### src/rtl/itch_tx_serializer_if.sv
// -----------------------------------------------------------------------------
// itch_tx_serializer_if
// Bundles the message-capture bus and the byte-wide TX stream of the ITCH
// add-order serializer.
//   master : producer of i_valid/i_reg_1..7 and consumer of the byte stream
//   slave  : the serializer itself
// Signals:
//   i_valid, i_reg_1..i_reg_7  one packed add-order message per i_valid cycle
//   o_tdata/o_tvalid/o_tlast   frame byte stream, i_tready is the backpressure
//   o_full                     message FIFO full
//   o_drop_count               saturating count of messages dropped
// -----------------------------------------------------------------------------
interface itch_tx_serializer_if #(
    parameter int REG_WIDTH      = 32,
    parameter int DROP_CNT_WIDTH = 16
);
    logic                      i_valid;
    logic [REG_WIDTH-1:0]      i_reg_1;
    logic [REG_WIDTH-1:0]      i_reg_2;
    logic [REG_WIDTH-1:0]      i_reg_3;
    logic [REG_WIDTH-1:0]      i_reg_4;
    logic [REG_WIDTH-1:0]      i_reg_5;
    logic [REG_WIDTH-1:0]      i_reg_6;
    logic [REG_WIDTH-1:0]      i_reg_7;
    logic [7:0]                o_tdata;
    logic                      o_tvalid;
    logic                      i_tready;
    logic                      o_tlast;
    logic                      o_full;
    logic [DROP_CNT_WIDTH-1:0] o_drop_count;

    modport master (
        output i_valid, i_reg_1, i_reg_2, i_reg_3, i_reg_4, i_reg_5, i_reg_6,
               i_reg_7, i_tready,
        input  o_tdata, o_tvalid, o_tlast, o_full, o_drop_count
    );

    modport slave (
        input  i_valid, i_reg_1, i_reg_2, i_reg_3, i_reg_4, i_reg_5, i_reg_6,
               i_reg_7, i_tready,
        output o_tdata, o_tvalid, o_tlast, o_full, o_drop_count
    );
endinterface

### src/rtl/itch_tx_serializer.sv
// -----------------------------------------------------------------------------
// itch_tx_serializer
// Buffers whole add-order messages in a small FIFO and serializes each one,
// big-endian, into a 26-byte ITCH-style frame on a valid/ready byte stream.
// Upstream cannot be stalled, so messages arriving with the FIFO full are
// dropped whole and counted.
// Ports:
//   i_clk    clock
//   i_rst_n  asynchronous active-low reset
//   bus      itch_tx_serializer_if.slave (message input, byte stream output,
//            full flag and drop counter)
// -----------------------------------------------------------------------------
module itch_tx_serializer #(
    parameter int REG_WIDTH      = 32,
    parameter int MSG_DEPTH      = 2,
    parameter int DROP_CNT_WIDTH = 16
) (
    input  logic                 i_clk,
    input  logic                 i_rst_n,
    itch_tx_serializer_if.slave  bus
);
    localparam int FRAME_W = 208;
    localparam int AW      = (MSG_DEPTH > 1) ? $clog2(MSG_DEPTH) : 1;

    localparam logic [AW:0]               DEPTH_C    = (AW+1)'(MSG_DEPTH);
    localparam logic [AW:0]               CNT_ZERO_C = (AW+1)'(0);
    localparam logic [AW:0]               CNT_ONE_C  = (AW+1)'(1);
    localparam logic [AW-1:0]             PTR_ONE_C  = AW'(1);
    localparam logic [DROP_CNT_WIDTH-1:0] DROP_ONE_C = DROP_CNT_WIDTH'(1);
    localparam logic [DROP_CNT_WIDTH-1:0] DROP_MAX_C = {DROP_CNT_WIDTH{1'b1}};
    localparam logic [4:0]                LAST_IDX_C = 5'd25;

    typedef enum logic [1:0] {
        ST_IDLE = 2'd0,
        ST_LOAD = 2'd1,
        ST_SEND = 2'd2
    } state_t;

    // Lays out the 26 frame bytes, byte 0 in the top bits.
    function automatic logic [FRAME_W-1:0] build_frame(
        input logic [31:0] r1, input logic [31:0] r2, input logic [31:0] r3,
        input logic [31:0] r4, input logic [31:0] r5, input logic [31:0] r6,
        input logic [31:0] r7
    );
        logic [7:0] side_char;
        side_char = r1[0] ? 8'h53 : 8'h42;
        return {r1[8:1], r2, r3, side_char, r4, r5, r6, r7};
    endfunction

    logic [FRAME_W-1:0]        mem_r [MSG_DEPTH];
    logic [AW-1:0]             wr_ptr_r;
    logic [AW-1:0]             rd_ptr_r;
    logic [AW:0]               count_r;
    logic [FRAME_W-1:0]        frame_r;
    logic [4:0]                idx_r;
    logic [7:0]                tdata_r;
    logic                      tvalid_r;
    logic                      tlast_r;
    logic                      full_r;
    logic [DROP_CNT_WIDTH-1:0] drop_cnt_r;
    state_t                    state_r;

    logic [FRAME_W-1:0]        in_frame_s;
    logic [FRAME_W-1:0]        src_frame_s;
    logic                      hs_s;
    logic                      last_hs_s;
    logic                      push_ok_s;
    logic                      drop_s;
    logic                      load_s;
    logic                      bypass_s;
    logic                      pop_s;
    logic                      wr_s;
    logic [AW:0]               count_n_s;
    state_t                    state_n_s;
    logic [4:0]                idx_n_s;
    logic [7:0]                tdata_n_s;
    logic                      tvalid_n_s;
    logic                      tlast_n_s;
    logic [FRAME_W-1:0]        frame_n_s;
    logic                      unused_reg1_s;

    assign in_frame_s = build_frame(bus.i_reg_1[31:0], bus.i_reg_2[31:0],
                                    bus.i_reg_3[31:0], bus.i_reg_4[31:0],
                                    bus.i_reg_5[31:0], bus.i_reg_6[31:0],
                                    bus.i_reg_7[31:0]);
    assign unused_reg1_s = ^bus.i_reg_1[REG_WIDTH-1:9];

    // Admission, hold-register load and FIFO push/pop decisions.
    // The hold register is refilled on the final-byte handshake (its content
    // is no longer needed), so a push accepted against a full FIFO in that
    // cycle always finds the head slot freed. If the FIFO is empty at that
    // moment, the same-cycle message bypasses the FIFO straight into the hold
    // register so the one-cycle LOAD gap is preserved.
    always_comb begin
        hs_s      = tvalid_r & bus.i_tready;
        last_hs_s = hs_s & tlast_r;
        push_ok_s = bus.i_valid & ((count_r < DEPTH_C) | last_hs_s);
        drop_s    = bus.i_valid & ~push_ok_s;
        if (state_r == ST_IDLE) begin
            load_s = (count_r != CNT_ZERO_C);
        end else if (state_r == ST_SEND) begin
            load_s = last_hs_s & ((count_r != CNT_ZERO_C) | push_ok_s);
        end else begin
            load_s = 1'b0;
        end
        bypass_s    = load_s & (count_r == CNT_ZERO_C);
        pop_s       = load_s & ~bypass_s;
        wr_s        = push_ok_s & ~bypass_s;
        src_frame_s = bypass_s ? in_frame_s : mem_r[rd_ptr_r];
        count_n_s   = count_r;
        if (wr_s && !pop_s) begin
            count_n_s = count_r + CNT_ONE_C;
        end else if (pop_s && !wr_s) begin
            count_n_s = count_r - CNT_ONE_C;
        end else begin
            count_n_s = count_r;
        end
    end

    // Next-state and next-output logic of the serializer FSM.
    always_comb begin
        state_n_s  = state_r;
        idx_n_s    = idx_r;
        tdata_n_s  = tdata_r;
        tvalid_n_s = tvalid_r;
        tlast_n_s  = tlast_r;
        frame_n_s  = frame_r;
        case (state_r)
            ST_IDLE: begin
                tvalid_n_s = 1'b0;
                tlast_n_s  = 1'b0;
                tdata_n_s  = 8'h00;
                if (load_s) begin
                    state_n_s = ST_LOAD;
                end else begin
                    state_n_s = ST_IDLE;
                end
            end
            ST_LOAD: begin
                state_n_s  = ST_SEND;
                idx_n_s    = 5'd0;
                tvalid_n_s = 1'b1;
                tlast_n_s  = 1'b0;
                tdata_n_s  = frame_r[FRAME_W-1 -: 8];
                frame_n_s  = {frame_r[FRAME_W-9:0], 8'h00};
            end
            ST_SEND: begin
                if (hs_s && (idx_r == LAST_IDX_C)) begin
                    tvalid_n_s = 1'b0;
                    tlast_n_s  = 1'b0;
                    tdata_n_s  = 8'h00;
                    state_n_s  = load_s ? ST_LOAD : ST_IDLE;
                end else if (hs_s) begin
                    idx_n_s   = idx_r + 5'd1;
                    tdata_n_s = frame_r[FRAME_W-1 -: 8];
                    frame_n_s = {frame_r[FRAME_W-9:0], 8'h00};
                    tlast_n_s = (idx_r == (LAST_IDX_C - 5'd1));
                end else begin
                    state_n_s = ST_SEND;
                end
            end
            default: begin
                state_n_s  = ST_IDLE;
                idx_n_s    = 5'd0;
                tvalid_n_s = 1'b0;
                tlast_n_s  = 1'b0;
                tdata_n_s  = 8'h00;
            end
        endcase
        if (load_s) begin
            frame_n_s = src_frame_s;
        end else begin
            frame_n_s = frame_n_s;
        end
    end

    // FSM state register.
    always_ff @(posedge i_clk or negedge i_rst_n) begin
        if (!i_rst_n) begin
            state_r <= ST_IDLE;
        end else begin
            state_r <= state_n_s;
        end
    end

    // Datapath, FIFO bookkeeping, output and drop-counter registers.
    always_ff @(posedge i_clk or negedge i_rst_n) begin
        if (!i_rst_n) begin
            wr_ptr_r   <= {AW{1'b0}};
            rd_ptr_r   <= {AW{1'b0}};
            count_r    <= CNT_ZERO_C;
            frame_r    <= {FRAME_W{1'b0}};
            idx_r      <= 5'd0;
            tdata_r    <= 8'h00;
            tvalid_r   <= 1'b0;
            tlast_r    <= 1'b0;
            full_r     <= 1'b0;
            drop_cnt_r <= {DROP_CNT_WIDTH{1'b0}};
        end else begin
            if (wr_s) begin
                wr_ptr_r <= wr_ptr_r + PTR_ONE_C;
            end
            if (pop_s) begin
                rd_ptr_r <= rd_ptr_r + PTR_ONE_C;
            end
            count_r  <= count_n_s;
            full_r   <= (count_n_s == DEPTH_C);
            frame_r  <= frame_n_s;
            idx_r    <= idx_n_s;
            tdata_r  <= tdata_n_s;
            tvalid_r <= tvalid_n_s;
            tlast_r  <= tlast_n_s;
            if (drop_s && (drop_cnt_r != DROP_MAX_C)) begin
                drop_cnt_r <= drop_cnt_r + DROP_ONE_C;
            end
        end
    end

    // Message storage; contents need no reset since count gates every read.
    always_ff @(posedge i_clk) begin
        if (wr_s) begin
            mem_r[wr_ptr_r] <= in_frame_s;
        end
    end

    assign bus.o_tdata      = tdata_r;
    assign bus.o_tvalid     = tvalid_r;
    assign bus.o_tlast      = tlast_r;
    assign bus.o_full       = full_r;
    assign bus.o_drop_count = drop_cnt_r;
endmodule

### src/flat_wrapper.sv
// flat-port wrapper written by rule: the top's interface ports become plain ports
module itch_tx_serializer_flat 
#(
    parameter int REG_WIDTH      = 32,
    parameter int MSG_DEPTH      = 2,
    parameter int DROP_CNT_WIDTH = 16
)
  (i_clk, i_rst_n, bus_i_valid, bus_i_reg_1, bus_i_reg_2, bus_i_reg_3, bus_i_reg_4, bus_i_reg_5, bus_i_reg_6, bus_i_reg_7, bus_i_tready, bus_o_tdata, bus_o_tvalid, bus_o_tlast, bus_o_full, bus_o_drop_count);
  itch_tx_serializer_if #(.REG_WIDTH(REG_WIDTH), .DROP_CNT_WIDTH(DROP_CNT_WIDTH)) bus_i ();
  input  logic i_clk;
  input  logic i_rst_n;
  input wire logic [$bits(bus_i.i_valid)-1:0] bus_i_valid;
  input wire logic [$bits(bus_i.i_reg_1)-1:0] bus_i_reg_1;
  input wire logic [$bits(bus_i.i_reg_2)-1:0] bus_i_reg_2;
  input wire logic [$bits(bus_i.i_reg_3)-1:0] bus_i_reg_3;
  input wire logic [$bits(bus_i.i_reg_4)-1:0] bus_i_reg_4;
  input wire logic [$bits(bus_i.i_reg_5)-1:0] bus_i_reg_5;
  input wire logic [$bits(bus_i.i_reg_6)-1:0] bus_i_reg_6;
  input wire logic [$bits(bus_i.i_reg_7)-1:0] bus_i_reg_7;
  input wire logic [$bits(bus_i.i_tready)-1:0] bus_i_tready;
  output wire logic [$bits(bus_i.o_tdata)-1:0] bus_o_tdata;
  output wire logic [$bits(bus_i.o_tvalid)-1:0] bus_o_tvalid;
  output wire logic [$bits(bus_i.o_tlast)-1:0] bus_o_tlast;
  output wire logic [$bits(bus_i.o_full)-1:0] bus_o_full;
  output wire logic [$bits(bus_i.o_drop_count)-1:0] bus_o_drop_count;
  assign bus_i.i_valid = bus_i_valid;
  assign bus_i.i_reg_1 = bus_i_reg_1;
  assign bus_i.i_reg_2 = bus_i_reg_2;
  assign bus_i.i_reg_3 = bus_i_reg_3;
  assign bus_i.i_reg_4 = bus_i_reg_4;
  assign bus_i.i_reg_5 = bus_i_reg_5;
  assign bus_i.i_reg_6 = bus_i_reg_6;
  assign bus_i.i_reg_7 = bus_i_reg_7;
  assign bus_i.i_tready = bus_i_tready;
  assign bus_o_tdata = bus_i.o_tdata;
  assign bus_o_tvalid = bus_i.o_tvalid;
  assign bus_o_tlast = bus_i.o_tlast;
  assign bus_o_full = bus_i.o_full;
  assign bus_o_drop_count = bus_i.o_drop_count;
  itch_tx_serializer #(.REG_WIDTH(REG_WIDTH), .MSG_DEPTH(MSG_DEPTH), .DROP_CNT_WIDTH(DROP_CNT_WIDTH)) u_core (.i_clk(i_clk), .i_rst_n(i_rst_n), .bus(bus_i));
endmodule
### config.mk
export PLATFORM = sky130hd
export DESIGN_NAME = itch_tx_serializer_flat
export DESIGN_NICKNAME = d
export VERILOG_FILES = /design/src/rtl/itch_tx_serializer_if.sv /design/src/rtl/itch_tx_serializer.sv /design/src/flat_wrapper.sv
export SDC_FILE = /design/constraint.sdc
export NUM_CORES = 1
export LEC_CHECK = 0
export BUFFER_PORTS_ARGS = -buffer_cell sky130_fd_sc_hd__buf_2
export CAP_MARGIN = 20
export CORE_UTILIZATION = 59
export CTS_BUF_LIST = sky130_fd_sc_hd__clkbuf_16
export DETAILED_ROUTE_END_ITERATION = 8
export PLACE_DENSITY = 0.79
export SETUP_SLACK_MARGIN = 0.5
export SYNTH_ARGS = -nofsm -noshare
export SYNTH_HDL_FRONTEND = slang
export SYNTH_SLANG_ARGS = --single-unit
### constraint.sdc
create_clock -name i_clk -period 15.3 [get_ports i_clk]
set_input_delay 0.765 -clock i_clk [delete_from_list [all_inputs] [get_ports i_clk]]
set_output_delay 0.765 -clock i_clk [all_outputs]
set_load 0.01 [all_outputs]
# Word-level counts from Yosys, hierarchy flattened
# Memory sizes are Yosys's and may differ from the RTL's.
# Index checks and enable logic that the tools add are counted.
# op_classes
div_mod_pow	0
n_lt_le_gt_ge	1
bitwise_logic	13
shifts	0
mux	27
reduce_logical	12
n_addsub	6
n_mul	0
n_eq_ne	13
# op_table
operator	n
$mux 208	4
$pmux 208 s2	1
$add 16x1->16 const B	1
$mux 8	2
$ne 16x16->1 const B	1
$pmux 8 s2	1
$mux 5	3
$eq 5x5->1 const B	2
$pmux 5 s2	1
$mux 1	9
$and 1x1->1	8
$mux 2	4
$ne 3x2->1 const B	2
$pmux 2 s3	1
$reduce_and 3->1	2
$add 5x1->5 const B	1
$eq 2x2->1 const B	2
$logic_and 1x1->1	4
$logic_not 2->1	2
$ne 2x2->1 const B	2
$ne 3x1->1 const B	1
$ne 3x3->1 const B	1
$not 1->1	3
$reduce_bool 3->1	1
10 further kinds	13
# word_totals
n_memories	1
in_bits	228
mem_bits_ro	0
word_cells	84
output_inout_bits	27
regBits	246
ram_bits	410
latch_bits	0
# mem_list
memory	depth	width	read_ports	rd_clocked_by_memory_dff	wr	line_no	rtl
u_core.mem_r	2	205	1	0	1	itch_tx_serializer.sv:50	logic [FRAME_W-1:0] mem_r [MSG_DEPTH];

# Depth between registers and ports, before layout
# logic_depth
ltp_word	16
mapped_depth	11
ltp_nobuf	7

# Least setup slack after synthesis
# Ideal clock, no wire load.
# synth_path
kind	in2reg
from	input port bus_i_tready
to	memory u_core.mem_r[0][0] (netlist bit), enable pin
arrival_ns	10.278
cell_stages	5
path_slack_ns	4.232
required_ns	14.510
path_buffers	1
setup_ns	0.790
path_cell_list	and3_1 -> clkbuf_1 -> o21ai_0 -> a31oi_1 -> nor2b_1
# synth_between
elab_chain_cells	13
# synth_lines
item	line_no	rtl
from (decl)	flat_wrapper.sv:20	input wire logic [$bits(bus_i.i_tready)-1:0] bus_i_tready;
$and 1x1->1 *	itch_tx_serializer.sv:95	hs_s = tvalid_r & bus.i_tready;
$and 1x1->1 *	itch_tx_serializer.sv:96	last_hs_s = hs_s & tlast_r;
$or 1x1->1	itch_tx_serializer.sv:97	push_ok_s = bus.i_valid & ((count_r < DEPTH_C) | last_hs_s);
$and 1x1->1	itch_tx_serializer.sv:97	
$or 1x1->1	itch_tx_serializer.sv:102	load_s = last_hs_s & ((count_r != CNT_ZERO_C) | push_ok_s);
$and 1x1->1	itch_tx_serializer.sv:102	
$mux 1	itch_tx_serializer.sv:101	end else if (state_r == ST_SEND) begin
$mux 1	itch_tx_serializer.sv:99	if (state_r == ST_IDLE) begin
$and 1x1->1	itch_tx_serializer.sv:106	bypass_s = load_s & (count_r == CNT_ZERO_C);
$not 1->1	itch_tx_serializer.sv:108	wr_s = push_ok_s & ~bypass_s;
$and 1x1->1 *	itch_tx_serializer.sv:108	
$mux 1 *	itch_tx_serializer.sv:221	if (wr_s) begin
$mux 1 (not written as such) *	itch_tx_serializer.sv:222	mem_r[wr_ptr_r] <= in_frame_s;
to (decl)	itch_tx_serializer.sv:50	
# Every way passes the cells marked *; elsewhere a longest branch is shown, timed or not.

# Final worst setup path
# layout_path
from	register u_core.count_r[1]
to	register u_core.frame_r[9]
# layout_between
elab_chain_cells	10
word_cells_on_any_way	16
classes_between	order compare: 1; eq/ne: 2; mux: 4; bitwise: 5; reduce/logical: 4
# layout_lines
item	line_no	rtl
from (decl)	itch_tx_serializer.sv:53	logic [AW:0] count_r;
from (signal assigned)	itch_tx_serializer.sv:206	count_r <= count_n_s;
$lt 2x2->1	itch_tx_serializer.sv:97	
$or 1x1->1	itch_tx_serializer.sv:97	
$and 1x1->1	itch_tx_serializer.sv:97	
$or 1x1->1	itch_tx_serializer.sv:102	
$and 1x1->1	itch_tx_serializer.sv:102	
$mux 1	itch_tx_serializer.sv:101	
$mux 1	itch_tx_serializer.sv:99	
$and 1x1->1	itch_tx_serializer.sv:106	
$mux 208	itch_tx_serializer.sv:109	src_frame_s = bypass_s ? in_frame_s : mem_r[rd_ptr_r];
$mux 208	itch_tx_serializer.sv:170	if (load_s) begin
to (signal assigned)	itch_tx_serializer.sv:192	frame_r <= {FRAME_W{1'b0}};
to (signal assigned)	itch_tx_serializer.sv:208	frame_r <= frame_n_s;
to (decl)	itch_tx_serializer.sv:54	logic [FRAME_W-1:0] frame_r;
# Parallel ways exist; a longest one is shown, timed or not.
# A chain may end at the register's enable or synchronous reset.

==> impl_metrics.json <==
{
  "yosys.area_share.simple_pct": 6.15,
  "r2r_slack_ns": 10.93,
  "vias": 17200,
  "root_buffer": "clkbuf_16",
  "viasPerCell": 6.12,
  "cts_setup_buffers": 0,
  "nets": 2392,
  "holdCritPathClass": "in -> async",
  "cts_max_path_buffers": 3,
  "yosys.area_share.xor_xnor_pct": 0.528,
  "final-max-slew-violation-count": 0,
  "ios": 255,
  "drt_iter0_drc": 1501,
  "syn-cell-area_mm2": 0.0266,
  "place_congestion": 0.821,
  "synth-seq-area-share_pct": 68.6,
  "yosys.area.top_type": "edfxtp_1",
  "synth_mux_area_share_pct": 11.1,
  "critPathMaxFanout": 81,
  "yosys-top-cells-area": "edfxtp_1, dfrtp_1, mux2i_1",
  "synth_top_area_share_pct": 45.5,
  "slowest_delay_ns": 0.95,
  "synth.most_common_cell": "edfxtp_1",
  "slowest_stage": "and4_4",
  "fin_util_pct": 68.2,
  "worstSkewPairLatency_ns": 0.60,
  "cp_top_family": "buffers and inverters",
  "grt_max_degree": 148,
  "status": "finished, final reports clean",
  "die_area_mm2": 0.0459,
  "fin_setup_tns_ns": 0,
  "synth_compound_area_share_pct": 10.8,
  "grt_pass1_vias": 17500,
  "tightestPinTransition_ns": 1.09,
  "synth_top_family_by_area": "multiplexers",
  "finalWirelength_um": 62500,
  "areaGrowthSynthToFinish_pct": 13.9,
  "start_util_pct": 59.9,
  "final_hold_viol_count": 0,
  "ys_ff_latch": 648,
  "portBuffers": 231,
  "ys_async_sr_fraction_pct": 38.0,
  "die_w_um": 214,
  "cp.required_ns": 15.81,
  "numCtsBuffers": 66,
  "drcViolationCount": 0,
  "drive_above_1_share_pct": 16.1,
  "dp_hpwl_um": 34500,
  "period_share_pct": 28.6,
  "grt_use_total_pct": 27.3,
  "cts_hold_buf": 0,
  "first_pass_iters": 5,
  "yosysWarnings": 0,
  "yosys.area_share.adder_pct": 0.424,
  "cts_tree": "done",
  "crit_type": "reg -> reg",
  "antenna_found_initial": 27,
  "grt_first_pass_wirelength_um": 98100,
  "final-setup-viol-count": 0,
  "crit_buf_inv": 3,
  "post_cts_resized": 0,
  "cp-start-kind": "flop",
  "rsz0062_at_grt": "false",
  "maxCapViolCount": 0,
  "detail-route-antenna-nets": 0,
  "arrival_ns": 4.88,
  "clk_pin_slew_ns": 0.06,
  "leakagePower_nw": 12.2,
  "end_kind": "flop",
  "ys_top_cells_by_count": "edfxtp_1, mux2i_1, dfrtp_1",
  "cp_cell_sequence": "inv_1 -> ha_4 -> buf_4 -> and4_4 -> buf_4 -> a21oi_1 -> a21oi_1",
  "synth_flop_cell": "edfxtp_1",
  "clock_sinks": 648,
  "timing.fmax_ghz": 0.229,
  "synth_nets": 2208,
  "relSlewSlack_pct": 27.1,
  "synthDistinctLibCells": 54,
  "die_h_um": 214,
  "vdd_drop_max_uv": 237,
  "grt_overflow": 0,
  "htreeDepth": 3,
  "wl_per_cell_um": 22.2,
  "syn_avg_cell_area_um2": 13.5,
  "p_per_area_mw_per_mm2": 224,
  "synth_edf_count": 402,
  "core_area_mm2": 0.0443,
  "period_minus_slack_ns": 4.37,
  "netlist_instances": 1971,
  "skew_ns": 0.0217,
  "row_count": 77
}
cells by family (layout without fill, tap and decap cells):
kind of cell | Yosys count | after routing
muxes | 294 | 294
buffers and inverters | 144 | 381
and+or+nand+nor | 397 | 397
adders and majority gates | 9 | 9
AOI/OAI and AO/OA | 463 | 463
other | 0 | 16
xor gates and xnor gates | 16 | 16
DFF | 648 | 648
stage by stage:
step	cell area [um2]	hold slack, ns	total power [mW]	cells	worst slack, ns
final	30200	0.299	6.79	2816	10.93
after global routing	30200	0.354	7.15	2807	10.70
after CTS	30200	0.334	6.80	2799	10.99
after detailed placement	28100	0.481	5.25	2678	11.01
after global placement	28100	0.477	5.15	2678	11.04
after floorplan	26600	0.455	4.59	1971	4.23
registers in the layout, indices dropped and copies added, names as in the netlist:
register and count:
u_core.mem_r 402, u_core.frame_r 208, u_core.bus.o_drop_count 16, u_core.bus.o_tdata 8
u_core.idx_r 5, u_core.count_r 2, u_core.state_r 2, u_core.bus.o_full 1
u_core.bus.o_tlast 1, u_core.bus.o_tvalid 1, u_core.rd_ptr_r 1, u_core.wr_ptr_r 1
power by group:
group | switching, mW | total, mW | internal, mW
registers | 0.263 | 2.73 | 2.46
clock network | 0.656 | 1.54 | 0.884
logic | 1.59 | 2.52 | 0.930
total | 2.51 | 6.79 | 4.28
placed cells by master, fill, tap and decap left out, drive strengths merged, types with 2 or more instances in the layout:
cell type,count
inv,30
nand4,8
mux2,5
clkbuf,71
nand3,12
a22o,10
dfrtp,246
nor2,179
a21o,4
edfxtp,402
diode,16
buf,251
nor2b,3
xnor2,14
mux2i,289
a211oi,50
ha,9
nor3,2
a31oi,3
and3,3
o21ai,66
nand2b,4
nand4b,2
a21oi,229
and4,2
bufinv,3
o221ai,88
xor2,2
nor3b,2
a221o,4
clkinv,26
o31ai,2
and2,2
nand2,173
worst paths after layout:
path | startpoint | endpoint | cells past startpoint
setup / recovery | u_core.count_r[1] | u_core.frame_r[9] | 7
hold / removal | i_rst_n | u_core.bus.o_drop_count[9] | 1
setup reg to reg | u_core.count_r[1] | u_core.frame_r[9] | 7
hold reg to reg | u_core.bus.o_drop_count[13] | u_core.bus.o_drop_count[13] | 1
max in group asynchronous | i_rst_n | u_core.rd_ptr_r | 2
min in group i_clk | bus_i_reg_5[17] | u_core.mem_r[0][81] | 1
cell type report:
cell class                 instances  area (um2)
antenna                           16        40.0
clock buffer                      71        1780
clock inverter                    50         282
fill                            3143       14100
inverter                           9        33.8
multi-input combinational       1179        7780
sequential                       648       18200
tap                              592         741
timing repair buffer             251        1360
routing by layer:
layer  GRT usage [%]  up-vias  wire, um
met4            8.88       28      1460
met3            6.26      122      3870
met1            37.6     8745     26500
li1                -     7773         -
met5               0        -       174
met2            43.4      566     30600
Note: power is estimated with default switching activity, not from simulation.
